`config.mk`:
```
export PLATFORM = sky130hd
export DESIGN_NAME = note_sequencer
export DESIGN_NICKNAME = d
export VERILOG_FILES = /design/src/rtl/note_sequencer_pkg.sv /design/src/rtl/note_sequencer_unit_timer.sv /design/src/rtl/note_sequencer.sv
export SDC_FILE = /design/constraint.sdc
export NUM_CORES = 1
export LEC_CHECK = 0
export CORE_MARGIN = 2
export CORE_UTILIZATION = 30
export DETAILED_ROUTE_END_ITERATION = 8
export SYNTH_ARGS = -nofsm -noshare
export SYNTH_HDL_FRONTEND = slang
export SYNTH_SLANG_ARGS = --single-unit
```
`constraint.sdc`:
```
create_clock -name clk -period 3.4 [get_ports clk]
set_input_delay 0.34 -clock clk [delete_from_list [all_inputs] [get_ports clk]]
set_output_delay 0.34 -clock clk [all_outputs]
set_load 0.005 [all_outputs]
```
`src/rtl/note_sequencer_pkg.sv`:
```
// Shared definitions for the melody sequencer and the tone generator.
package note_sequencer_pkg;

    typedef enum logic [1:0] {
        ST_IDLE  = 2'd0,
        ST_PLAY  = 2'd1,
        ST_PAUSE = 2'd2
    } seq_state_t;

    localparam int unsigned DEFAULT_TICKS_PER_UNIT = 6000000;

endpackage

```
`src/rtl/note_sequencer_unit_timer.sv`:
```
// Duration-unit prescaler: counts clk cycles while enabled and flags the last tick of each unit.
module unit_timer
    import note_sequencer_pkg::*;
#(
    parameter int unsigned CNT_W          = 24,
    parameter int unsigned TICKS_PER_UNIT = DEFAULT_TICKS_PER_UNIT
) (
    input  logic             clk,
    input  logic             rst_n,
    input  logic             en,
    input  logic             clr,
    output logic [CNT_W-1:0] tick_nxt,
    output logic             wrap
);

    localparam logic [CNT_W-1:0] LAST_TICK = CNT_W'(TICKS_PER_UNIT - 1);

    logic [CNT_W-1:0] tick_cnt;

    always_comb begin
        wrap     = en && !clr && (tick_cnt == LAST_TICK);
        tick_nxt = tick_cnt;
        if (clr || wrap) begin
            tick_nxt = '0;
        end else if (en) begin
            tick_nxt = tick_cnt + CNT_W'(1);
        end
    end

    always_ff @(posedge clk or negedge rst_n) begin
        if (!rst_n) begin
            tick_cnt <= '0;
        end else begin
            tick_cnt <= tick_nxt;
        end
    end

endmodule

```
`src/rtl/note_sequencer.sv`:
```
// Melody sequencer: walks the note ROM address with per-note durations, gap, pause and loop control.
module note_sequencer
    import note_sequencer_pkg::*;
#(
    parameter int unsigned ADDR_W         = 5,
    parameter int unsigned DUR_W          = 3,
    parameter int unsigned CNT_W          = 24,
    parameter int unsigned TICKS_PER_UNIT = DEFAULT_TICKS_PER_UNIT,
    parameter int unsigned GAP_TICKS      = 0,
    parameter bit          AUTOSTART      = 1'b1
) (
    input  logic              clk,
    input  logic              rst_n,
    input  logic              start,
    input  logic              stop,
    input  logic              pause,
    input  logic              loop_en,
    input  logic [ADDR_W-1:0] last_addr,
    input  logic [DUR_W-1:0]  dur_units,
    output logic [ADDR_W-1:0] note_addr,
    output logic              note_on,
    output logic              busy,
    output logic              beat,
    output logic              done
);

    localparam logic [CNT_W-1:0] GAP_START = CNT_W'(TICKS_PER_UNIT - GAP_TICKS);

    seq_state_t       state;
    logic [DUR_W-1:0] unit_cnt;
    logic [DUR_W-1:0] eff_m1;
    logic [CNT_W-1:0] tick_nxt;
    logic             autoloop;
    logic             restart, run, wrap, boundary, at_last, finish;
    logic             play_nxt, busy_nxt, gap_nxt;

    unit_timer #(
        .CNT_W         (CNT_W),
        .TICKS_PER_UNIT(TICKS_PER_UNIT)
    ) u_timer (
        .clk     (clk),
        .rst_n   (rst_n),
        .en      (run),
        .clr     (restart),
        .tick_nxt(tick_nxt),
        .wrap    (wrap)
    );

    always_comb begin
        restart  = start || stop;
        run      = (state == ST_PLAY) && !pause && !restart;
        eff_m1   = (dur_units == '0) ? '0 : dur_units - DUR_W'(1);
        boundary = wrap && (unit_cnt == eff_m1);
        at_last  = (note_addr == last_addr);
        finish   = boundary && at_last && !loop_en && !autoloop;

        if (stop) begin
            play_nxt = 1'b0;
            busy_nxt = 1'b0;
        end else if (start) begin
            play_nxt = !pause;
            busy_nxt = 1'b1;
        end else if (state == ST_PLAY) begin
            play_nxt = !pause && !finish;
            busy_nxt = !finish;
        end else if (state == ST_PAUSE) begin
            play_nxt = !pause;
            busy_nxt = 1'b1;
        end else begin
            play_nxt = 1'b0;
            busy_nxt = 1'b0;
        end

        // Every path that moves unit_cnt also zeroes the tick, which can never sit in the
        // gap window (GAP_TICKS < TICKS_PER_UNIT), so the held unit_cnt is enough here.
        gap_nxt = (tick_nxt >= GAP_START) && (unit_cnt == eff_m1);
    end

    always_ff @(posedge clk or negedge rst_n) begin
        if (!rst_n) begin
            state     <= AUTOSTART ? ST_PLAY : ST_IDLE;
            note_addr <= '0;
            unit_cnt  <= '0;
            autoloop  <= AUTOSTART;
            note_on   <= 1'b0;
            busy      <= AUTOSTART;
            beat      <= 1'b0;
            done      <= 1'b0;
        end else begin
            beat    <= wrap;
            done    <= finish;
            busy    <= busy_nxt;
            note_on <= play_nxt && !gap_nxt;
            if (stop) begin
                state     <= ST_IDLE;
                note_addr <= '0;
                unit_cnt  <= '0;
            end else if (start) begin
                state     <= pause ? ST_PAUSE : ST_PLAY;
                note_addr <= '0;
                unit_cnt  <= '0;
                autoloop  <= 1'b0;
            end else begin
                case (state)
                    ST_PLAY: begin
                        if (pause) begin
                            state <= ST_PAUSE;
                        end else if (boundary) begin
                            unit_cnt  <= '0;
                            note_addr <= at_last ? '0 : note_addr + ADDR_W'(1);
                            if (finish) begin
                                state <= ST_IDLE;
                            end
                        end else if (wrap) begin
                            unit_cnt <= unit_cnt + DUR_W'(1);
                        end
                    end
                    ST_PAUSE: begin
                        if (!pause) begin
                            state <= ST_PLAY;
                        end
                    end
                    default: state <= ST_IDLE;
                endcase
            end
        end
    end

endmodule
```
==> results.sh <==
export IMPL_synthCells=249
export IMPL_syn_area_mm2=0.00225
export IMPL_ff2ff_setup_slack_ns=0.39
export IMPL_p_per_area_mw_per_mm2=351
export IMPL_worst_slack_ns=0.388
export IMPL_clock_sinks=39
export IMPL_grt_usage_pct=12.7
export IMPL_fmax_mhz=332
export IMPL_postCtsHoldBufs=0
export IMPL_core_mm2=0.00725
export IMPL_start_kind="register"
export IMPL_synthDistinctLibCells=46
export IMPL_timing_final_crit_period_ns=3.01
export IMPL_grt_setup_unrepaired="false"
export IMPL_r2r_end="unit_cnt[2]"
export IMPL_grt_max_degree=40
export IMPL_vias_per_cell=5.01
export IMPL_wl_per_cell_um=13.0
export IMPL_max_cap_violations=0
export IMPL_status="finished clean"
export IMPL_overflow=0
export IMPL_p_sw_mw=0.214
export IMPL_routed_wirelength_um=4940
export IMPL_die_area_mm2=0.00819
export IMPL_start_util_pct=31.0
export IMPL_nFillCells=741
export IMPL_finalSetupTns_ns=0
export IMPL_hold_viol_final=0
export IMPL_comb_power_share_pct=8.3
export IMPL_timing_critical_path_slowest_stage_cell="or4b_1"
export IMPL_vias=1903
export IMPL_num_io_pins=23
export IMPL_crit_top_cell="o21ai_0"
export IMPL_hold_path_class="in2async"
export IMPL_clk_latency_ns=0.29
export IMPL_synth_edff_count=0
export IMPL_setup_viol_count_final=0
export IMPL_slew_violations=0
export IMPL_nets=299
export IMPL_cts_root_buf="clkbuf_8"
export IMPL_die_h_um=90.5
export IMPL_p_leak_nw=1.11
export IMPL_p_int_mw=0.747
export IMPL_ys_ff_latch=39
export IMPL_rows=31
export IMPL_dp_slack_ns=0.115
export IMPL_gp_congestion=0.830
export IMPL_clkTransAtPathRegs_ns=0.08
export IMPL_r2r_cells=7
export IMPL_crit_type="reg2reg"
export IMPL_area_delta_synth_final_pct=22.0
export IMPL_portBuffers=22
export IMPL_max_slew_worst_pin_slew_ns=0.924
export IMPL_async_flop_share_pct=100
export IMPL_cts_resized=0
export IMPL_antenna_diode_count=0
export IMPL_die_width_um=90.5
export IMPL_yosysSeqAreaShare_pct=43.6
export IMPL_syn_num_nets=268
export IMPL_crit_chain="or4b_1 > or4_4 > nor3_1 > a21oi_1 > nor2b_1 > o21ai_0 > o21ai_0"
export IMPL_switching_share_pct=22.2
export IMPL_clockBufferDepth=2
export IMPL_critical_path_max_stage_delay_ns=0.59
export IMPL_r2r_start="state[0]"
export IMPL_crit_path_end_kind="register"
export IMPL_cts_tree="built"
export IMPL_ant_nets=0
export IMPL_numCtsBuffers=5
export IMPL_detailed_place_hpwl_um=3660
export IMPL_drt_iter0_markers=78
export IMPL_layout_drive_gt1_share_pct=10.7
export IMPL_post_cts_buffers=0
export IMPL_drc=0
export IMPL_synth_main_ff_cell="dfrtp_1"
export IMPL_drtPass1Iterations=4
export IMPL_clkPwrFrac_pct=42.0
export IMPL_grt_first_pass_wirelength_um=8560
export IMPL_postPlaceCellArea_mm2=0.00262
export IMPL_arrival_ns=3.19
export IMPL_cp_required_ns=3.58
export IMPL_yosys_warnings=0
export IMPL_grt_pass1_vias=1809
export IMPL_critPathMaxFanout=13
export IMPL_htreeDepth=2
export IMPL_min_period_over_period_pct=88.6
export IMPL_hold_ws_ns=0.170
export IMPL_slew_limit_headroom_pct=38.4
export IMPL_skew_ns=0.00756
export IMPL_syn_area_per_cell_um2=9.02
export IMPL_peakVddDrop_mv=0.124
export IMPL_seqPwrFrac_pct=49.7
export IMPL_cp_startpoint="state[0]"
export IMPL_fin_area_mm2=0.00274
export IMPL_antenna_found_initial=0
critical path, delay by kind of cell (launching register included):
kind            cells  cell delay, ns
compound gates      3            0.57
flops               1            0.56
simple gates        4            1.76
flip-flops by register name, summed over array words and instances, names as in the netlist:
name and count:
u_timer.tick_cnt 24, unit_cnt 3, autoloop 1, beat 1
done 1, note_on 1, note_addr 5, state 2
busy 1
area by class of cell:
| class | instances | area [um2] | share of cell area, % |
|---|---|---|---|
| Clock buffer | 6 | 82.6 | 3.02 |
| Clock inverter | 2 | 35.0 | 1.28 |
| Inverter | 8 | 30.0 | 1.10 |
| Timing Repair Buffer | 30 | 275 | 10.1 |
| Multi-Input combinational cell | 196 | 1210 | 44.3 |
| Sequential cell | 39 | 980 | 35.8 |
| Tap cell | 99 | 124 | 4.52 |
how the worst max path moves through the flow:
stage | end | slack, ns
after floorplan | note_on | 0.55
after global placement | note_on | 0.17
after detailed placement | unit_cnt[2] | 0.12
after CTS | unit_cnt[2] | 0.41
after global routing | note_addr[3] | 0.17
final | unit_cnt[2] | 0.39
cells in the final DEF (no fill, tap or decap), types with 2 or more instances in the layout:
cell | Yosys | layout
dfrtp_1 | 36 | 36
nor2_1 | 30 | 30
nand2_1 | 24 | 24
clkdlybuf4s50_1 | 0 | 21
nand3_1 | 18 | 18
xor2_1 | 14 | 14
xnor2_1 | 12 | 12
o21ai_0 | 11 | 11
a21oi_1 | 10 | 10
nor3_1 | 9 | 9
and3_1 | 9 | 9
inv_1 | 8 | 8
buf_4 | 0 | 8
nand4_1 | 6 | 6
nor4_1 | 6 | 6
clkbuf_8 | 0 | 6
ha_1 | 5 | 5
and2_1 | 3 | 3
or2_2 | 3 | 3
a31oi_1 | 3 | 3
nor2b_1 | 3 | 3
dfstp_2 | 3 | 3
and4_1 | 2 | 2
nand2b_1 | 2 | 2
or3_1 | 2 | 2
mux2i_1 | 2 | 2
a21boi_0 | 2 | 2
cells by family (layout without fill, tap and decap cells):
family                     count (synthesis)  after routing  synth area share (%)
adders and majority gates                  5              5                  2.79
AOI/OAI and AO/OA                         39             39                  11.8
and+or+nand+nor                          123            123                  27.9
muxes                                      3              3                  1.39
DFF                                       39             39                  43.6
xor gates and xnor gates                  26             26                  10.1
buffers and inverters                     14             46                  2.40
metrics by stage:
| step | utilization [%] | cells | power (mW) |
|---|---|---|---|
| floorplan | - | 249 | 0.519 |
| global placement | 36.1 | 372 | 0.567 |
| detailed placement | 36.1 | 372 | 0.567 |
| CTS | 37.8 | 380 | 0.973 |
| global route | 37.8 | 380 | 1.00 |
| finish | 37.8 | 380 | 0.960 |
cells in the mapped netlist (3+ instances only):
library cell  instances  share of area (%)
xnor2_1              12                4.7
clkbuf_1              5               0.84
nor3_1                9                2.0
or2_2                 3               0.84
nand3_1              18                4.0
nor2_1               30                5.0
nor4_1                6                1.7
dfrtp_1              36                 40
and2_1                3               0.84
inv_1                 8                1.3
a31oi_1               3               0.84
and3_1                9                2.5
a21oi_1              10                2.2
nand2_1              24                4.0
xor2_1               14                5.5
nor2b_1               3               0.84
nand4_1               6                1.7
o21ai_0              11                2.5
ha_1                  5                2.8
dfstp_2               3                3.5
layer usage:
layer,global-route usage [%],vias to the layer above,wire length [um]
met5,0,-,0
met4,4.87,0,94
met3,2.34,9,227
met2,20.2,56,2260
met1,17.3,887,2360
li1,-,951,-
power groups by stage:
stage	registers (mW)	logic [mW]	clock network, mW
finish	0.477	0.0799	0.404
global placement	0.486	0.0809	0
global route	0.478	0.0912	0.434
CTS	0.477	0.0812	0.414
floorplan	0.485	0.0343	0
detailed placement	0.486	0.0810	0
(Power assumes the default switching activity.)
